`config.mk`:
```
export PLATFORM = sky130hd
export DESIGN_NAME = led_chase_sequencer
export DESIGN_NICKNAME = d
export VERILOG_FILES = /design/src/rtl/led_chase_sequencer.sv
export SDC_FILE = /design/constraint.sdc
export NUM_CORES = 1
export LEC_CHECK = 0
export CAP_MARGIN = 20
export CORE_AREA = 2 2 44 51
export CTS_CLUSTER_DIAMETER = 120
export DETAILED_ROUTE_END_ITERATION = 8
export DIE_AREA = 0 0 46 53
export PLACE_DENSITY = 0.71
export SKIP_CTS_REPAIR_TIMING = 1
export SLEW_MARGIN = 20
export SYNTH_ARGS = -nofsm -noshare
export SYNTH_HDL_FRONTEND = slang
export SYNTH_SLANG_ARGS = --single-unit
```
`constraint.sdc`:
```
create_clock -name clk -period 3.9 [get_ports clk]
set_input_delay 0.39 -clock clk [delete_from_list [all_inputs] [get_ports clk]]
set_output_delay 0.39 -clock clk [all_outputs]
set_load 0.02 [all_outputs]
```
`src/rtl/led_chase_sequencer.sv`:
```
// led_chase_sequencer
//   Owns the 3-bit LED index for an 8-LED active-low one-hot display.
//   In STATIC mode the index follows the switches. In the three animated
//   modes (chase up, chase down, bounce) it steps once every TICK_DIV
//   enabled clocks.
//
//   Build option: define LED_BLANK_EN to force the LEDs off (8'hFF) while
//   enable is low. Without it the display simply freezes.
//
// Ports
//   clk     in   system clock, rising edge
//   rst     in   asynchronous reset, active low
//   enable  in   run (1) / freeze (0)
//   mode    in   00 STATIC, 01 CHASE_UP, 10 CHASE_DOWN, 11 BOUNCE
//   switch  in   LED index used in STATIC mode
//   led     out  active-low one-hot LED drive
//   idx     out  current LED index (registered)
//   step    out  one-cycle pulse marking a freshly advanced index
//
// Bounce direction state
//   state    | meaning
//   DIR_UP   | bounce is climbing toward 7
//   DIR_DOWN | bounce is falling toward 0
module led_chase_sequencer #(
  parameter int unsigned TICK_DIV = 4
) (
  input  logic       clk,
  input  logic       rst,
  input  logic       enable,
  input  logic [1:0] mode,
  input  logic [2:0] switch,
  output logic [7:0] led,
  output logic [2:0] idx,
  output logic       step
);

  localparam int unsigned CNT_W = (TICK_DIV > 1) ? $clog2(TICK_DIV) : 1;
  localparam logic [CNT_W-1:0] CNT_MAX = CNT_W'(TICK_DIV - 1);

  typedef enum logic [1:0] {
    M_STATIC = 2'b00,
    M_UP     = 2'b01,
    M_DOWN   = 2'b10,
    M_BOUNCE = 2'b11
  } mode_e;

  typedef enum logic {
    DIR_UP   = 1'b0,
    DIR_DOWN = 1'b1
  } dir_e;

  mode_e            mode_q, mode_d;
  dir_e             dir_q, dir_d;
  logic [CNT_W-1:0] cnt_q, cnt_d;
  logic [2:0]       idx_q, idx_d;
  logic             step_q, step_d;

  always_ff @(posedge clk or negedge rst) begin
    if (!rst) begin
      mode_q <= M_STATIC;
      dir_q  <= DIR_UP;
      cnt_q  <= '0;
      idx_q  <= 3'd0;
      step_q <= 1'b0;
    end else begin
      mode_q <= mode_d;
      dir_q  <= dir_d;
      cnt_q  <= cnt_d;
      idx_q  <= idx_d;
      step_q <= step_d;
    end
  end

  always_comb begin
    mode_d = mode_q;
    dir_d  = dir_q;
    cnt_d  = cnt_q;
    idx_d  = idx_q;
    step_d = 1'b0;
    if (enable) begin
      if (mode != mode_q) begin
        // Mode change restarts pacing but keeps the index where it was.
        mode_d = mode_e'(mode);
        cnt_d  = '0;
        dir_d  = DIR_UP;
      end else if (mode_q == M_STATIC) begin
        idx_d = switch;
        cnt_d = '0;
      end else if (cnt_q == CNT_MAX) begin
        cnt_d  = '0;
        step_d = 1'b1;
        unique case (mode_q)
          M_UP:   idx_d = idx_q + 3'd1;
          M_DOWN: idx_d = idx_q - 3'd1;
          M_BOUNCE: begin
            // Turn around at the ends without dwelling there.
            if (dir_q == DIR_UP) begin
              if (idx_q == 3'd7) begin
                idx_d = 3'd6;
                dir_d = DIR_DOWN;
              end else begin
                idx_d = idx_q + 3'd1;
              end
            end else begin
              if (idx_q == 3'd0) begin
                idx_d = 3'd1;
                dir_d = DIR_UP;
              end else begin
                idx_d = idx_q - 3'd1;
              end
            end
          end
          default: idx_d = idx_q;
        endcase
      end else begin
        cnt_d = cnt_q + 1'b1;
      end
    end
  end

  assign idx  = idx_q;
  assign step = step_q;

`ifdef LED_BLANK_EN
  assign led = enable ? ~(8'h01 << idx_q) : 8'hFF;
`else
  assign led = ~(8'h01 << idx_q);
`endif

endmodule

```
# [After elaboration in Yosys (flattened, before gate mapping)]
# Index checks and enable logic that the tools add are counted.
[totals] out_inout_bits=12 wordCells=47 register_bits=9
[classes] muxes=20 shifts=1 bitwise_logic=2 add_sub_neg=3 eq_ne=7 n_reduce_logical=9
[op_table] operator="$mux W3" count=5
[op_table] operator="$mux W1" count=11
[op_table] operator="$pmux W3 S3" count=1
[op_table] operator="$not A8 Y8" count=1
[op_table] operator="$reduce_and A4 Y1" count=2
[op_table] operator="$shl A1 B3 Y8 const A" count=1
[op_table] operator="$eq A2 B2 Y1 const B" count=3
[op_table] operator="$mux W2" count=3
[op_table] operator="$reduce_bool A2 Y1" count=3
[op_table] operator="$reduce_bool A4 Y1" count=1
[op_table] operator="$add A3 B1 Y3 const B" count=1
[op_table] operator="$eq A3 B3 Y1 const B" count=1
[op_table] operator="$logic_not A3 Y1" count=1
[op_table] operator="$sub A3 B1 Y3 const B" count=1
[op_table] operator="$add A2 B1 Y2 const B" count=1
[op_table] operator="$eq A2 B1 Y1 const B" count=1
[op_table] operator="$logic_not A2 Y1" count=1
[op_table] operator="$ne A2 B2 Y1" count=1
[op_table] operator="$ne A2 B2 Y1 const B" count=1
[op_table] operator="$reduce_and A2 Y1" count=1
[op_table] operator="$not A1 Y1" count=1

# [Logic depth before layout (Yosys ltp)]
[depth] word_depth=7 mapped_depth=7 mapped_depth_nobuf=7

# [Least setup slack after synthesis]
# OpenSTA, ideal clock, no wires.
[synth_path] kind="flip-flop to flip-flop" start="reg idx_q[0] (netlist: idx[0])" end="reg idx_q[2] (netlist: idx[2])" n_path_buf=0 path_stages_with_launch=7 path_slack_ns=2.103 arrival_time_ns=1.701 cell_sequence="dfrtp_1 -> inv_1 -> ha_1 -> or3b_1 -> a31oi_1 -> a21oi_1 -> o31ai_1"
[synth_via] elab_chain_len=6 word_cells_on_any_way=10 cone_classes="add/sub: 2; eq/ne: 1; mux: 6; reduce/logical: 1"
[synth_lines] element="start: declaration" line_no="55" rtl="logic [2:0] idx_q, idx_d;"
[synth_lines] element="start signal: assignment" line_no="69" rtl="idx_q <= idx_d;"
[synth_lines] element="$add A3 B1 Y3 (tied with other cells)" line_no="93, 102"
[synth_lines] element="$mux W3 (on tied branches)" line_no="98, 105"
[synth_lines] element="$mux W3" line_no="97" rtl="if (dir_q == DIR_UP) begin"
[synth_lines] element="$pmux W3 S3 (*)" line_no="92" rtl="unique case (mode_q)"
[synth_lines] element="$mux W3 (*)" line_no="89" rtl="end else if (cnt_q == CNT_MAX) begin"
[synth_lines] element="$mux W3 (*)" line_no="86" rtl="end else if (mode_q == M_STATIC) begin"
# Mark *: on every way between the ends. The rest lies on a longest branch, timed or not. The select of a mux whose other input is x is not followed.
# A chain may end at the register's enable or synchronous reset.

# [Final worst setup path]
[layout_path] start="reg idx_q[0] (netlist: idx[0])" end="out led[0]"
[layout_via] elab_chain_len=2
[layout_lines] element="$shl A1 B3 Y8" line_no="127" rtl="assign led = ~(8'h01 << idx_q);"
[layout_lines] element="$not A8 Y8" line_no="127"
[layout_lines] element="end: declaration" line_no="32" rtl="output logic [7:0] led,"
# No other way between the ends.

==> metrics.txt <==
status finished clean; register area share after synthesis 30.6%; period utilisation layout 58.0%; post-DR wirelength/cell 11.9 µm; crit path DAT 1.87 ns; Reg power frac 26.2%; average cell area after synthesis 8.57 µm²; first-pass GRT wire length 2460 µm; port bufs 19; Sw Pwr 0.000256 W; Max Fanout on Critical Path 7; Adder-Cell Fraction of Synth Area 18.7%; final hold vios 0; vias 651; CTS tree yes; gpl congestion 0.776; Clock power frac 12.6%; Worst-Margin Slew 0.551 ns; CTS max path bufs 2; syn_nets 105; Clock Skew 0.000796 ns; Crit Path Class reg -> out; cells after synthesis 86; switching fraction of total power 44.2%; CP Capture Type primary output; crit path launch type flop; Synth Area in Compound Gates 19.2%; max incr delay on CP 0.63 ns; initial antenna violation count 0; Final setup viols 0; most common cell after layout, fill and taps aside clkdlybuf4s50_1; H-Tree Depth 1; fin. max-slew vios 0; mapped cell area 737 µm²; CTS root buf clkbuf_4; Remaining DRCs 0; io pins 20; Setup WS pre-CTS 1.95 ns; post-route minimum period 2.26 ns; pwr dens 605 nW/µm²; post-synthesis mux area share 0%; Gate power share 61.2%; MaxCap Viol Count 0; vias in the first global route 569; Layout area overhead 29.9%; grt ovf 0; Leakage Power 0.435 nW; Hold WC Path Type in -> async; maximum vdd drop 0.285 mV; share of post-route cells with drive strength above 1 3.77%; ys async rst share 100%; Clk Latency, worst-skew pair 0.26 ns; die area 2440 µm²; xor-xnor portion of the synthesized cell area 3.57%; highest clock rate 442 MHz; EDFF count, synth 0; CTS clk-pin slew, worst paths 0.06 ns; Synth Flop Type dfrtp_1; final setup TNS 0 ns; drt pass-1 iters 4; Antenna Nets Post-Route 0; post-synthesis cell type count 28; n_diodes 0; Final HPWL DP 1170 µm; nets 126; gr usage total 14.0%; RSZ-0062 raised after global routing no; PnR worst setup slack 1.64 ns; largest family of logic cells by synthesized area simple AND/OR/NAND/NOR gates; Syn. warnings 0; worst-path cell chain inv_1 -> ha_1 -> nand2b_1 -> clkdlybuf4s50_1; Starting Density 38.5%; Int Pwr 0.000323 W; CP delay by family, top buffers and inverters; commonest non-fill, non-tap cells in the layout 19 x clkdlybuf4s50_1, 14 x nand2_1, 11 x ha_1; Yosys reg bits 9; Rows 17; die extent in x 46 µm; clk sinks 9; WL final 1490 µm; initial DRC count 8; largest net degree at the start of global routing 14; Worst slew margin 63.2%; TritonCTS buffer count 3; CP max stage cell clkdlybuf4s50_1; height of the die 53 µm; Synth Area in Simple Gates 20.7%; Core Region 1910 µm²; Vias/cell 5.21; CP bufs+invs 2; CP required 3.51 ns
==> metrics by stage <==
| step | std cells | hold WS (ns) | utilization (%) | instance area [µm²] | power (W) |
|---|---|---|---|---|---|
| floorplan | 86 | 0.0944 | - | 737 | 0.000375 |
| global route | 125 | 0.470 | 50.0 | 957 | 0.000634 |
| detailed placement | 121 | 0.507 | 48.6 | 931 | 0.000509 |
| global placement | 121 | 0.498 | 48.6 | 931 | 0.000502 |
| finish | 125 | 0.429 | 50.0 | 957 | 0.000579 |
| CTS | 125 | 0.429 | 50.0 | 957 | 0.000588 |
==> worst paths after layout <==
check / endpoint / depth (start not counted) / slack (ns) / startpoint
min: dir_q$_DFFE_PN0P_ / 1 / 0.43 / rst
max in group asynchronous: idx[0]$_DFFE_PN0P_ / 1 / 3.18 / rst
max: led[0] / 4 / 1.64 / idx[0]$_DFFE_PN0P_
max reg2reg: idx[2]$_DFFE_PN0P_ / 6 / 2.08 / idx[0]$_DFFE_PN0P_
min reg2reg: cnt_q[1]$_DFFE_PN0P_ / 1 / 0.53 / cnt_q[1]$_DFFE_PN0P_
min in group clk: cnt_q[1]$_DFFE_PN0P_ / 1 / 0.53 / cnt_q[1]$_DFFE_PN0P_
==> cell usage after synthesis (2+ instances only) <==
| library cell | instances | area (µm²) |
|---|---|---|
| nand2_1 | 14 | 52.6 |
| ha_1 | 11 | 138 |
| dfrtp_1 | 9 | 225 |
| inv_1 | 9 | 33.8 |
| nor2_1 | 5 | 18.8 |
| a21oi_1 | 4 | 20.0 |
| o21ai_0 | 4 | 20.0 |
| a22o_1 | 3 | 26.3 |
| nor2b_1 | 3 | 18.8 |
| o31ai_1 | 3 | 22.5 |
| nand2b_1 | 2 | 12.5 |
| o2111ai_1 | 2 | 17.5 |
| xnor2_1 | 2 | 17.5 |
==> cells by family (layout without fill, tap and decap cells) <==
logic type                 count (synthesis)  after routing
adders and majority gates                 11             11
and+or+nand+nor                           31             31
buffers and inverters                     12             32
xor gates and xnor gates                   3              3
DFF                                        9              9
AOI/OAI and AO/OA                         20             20
==> registers in the layout, summed over array words and instances, names as in the netlist <==
register,flops
cnt_q,2
dir_q,1
idx,3
mode_q,2
step,1
==> routing by layer <==
layer | wire length [µm] | track usage [%] | part of all wire (%) | vias to the layer above
li1 | - | - | - | 332
met4 | 12 | 7.14 | 0.80 | 0
met1 | 715 | 17.7 | 48 | 299
met2 | 703 | 22.2 | 47 | 18
met3 | 62 | 2.39 | 4.2 | 2
met5 | 0 | 0 | 0 | -
==> area by class of cell <==
| type | count | area (µm²) |
|---|---|---|
| Fill cell | 200 | 957 |
| Inverter | 9 | 33.8 |
| Sequential cell | 9 | 225 |
| Timing Repair Buffer | 19 | 190 |
| Clock buffer | 4 | 26.3 |
| Tap cell | 19 | 23.8 |
| Multi-Input combinational cell | 65 | 458 |
==> power groups by stage <==
stage	registers, W	clock network [W]	logic, W
after global placement	0.000150	0	0.000352
final	0.000152	0.0000730	0.000354
after global routing	0.000158	0.0000823	0.000394
after detailed placement	0.000154	0	0.000355
after CTS	0.000152	0.0000782	0.000357
after floorplan	0.000155	0	0.000220
No activity file was read; power rests on OpenSTA's default activity.
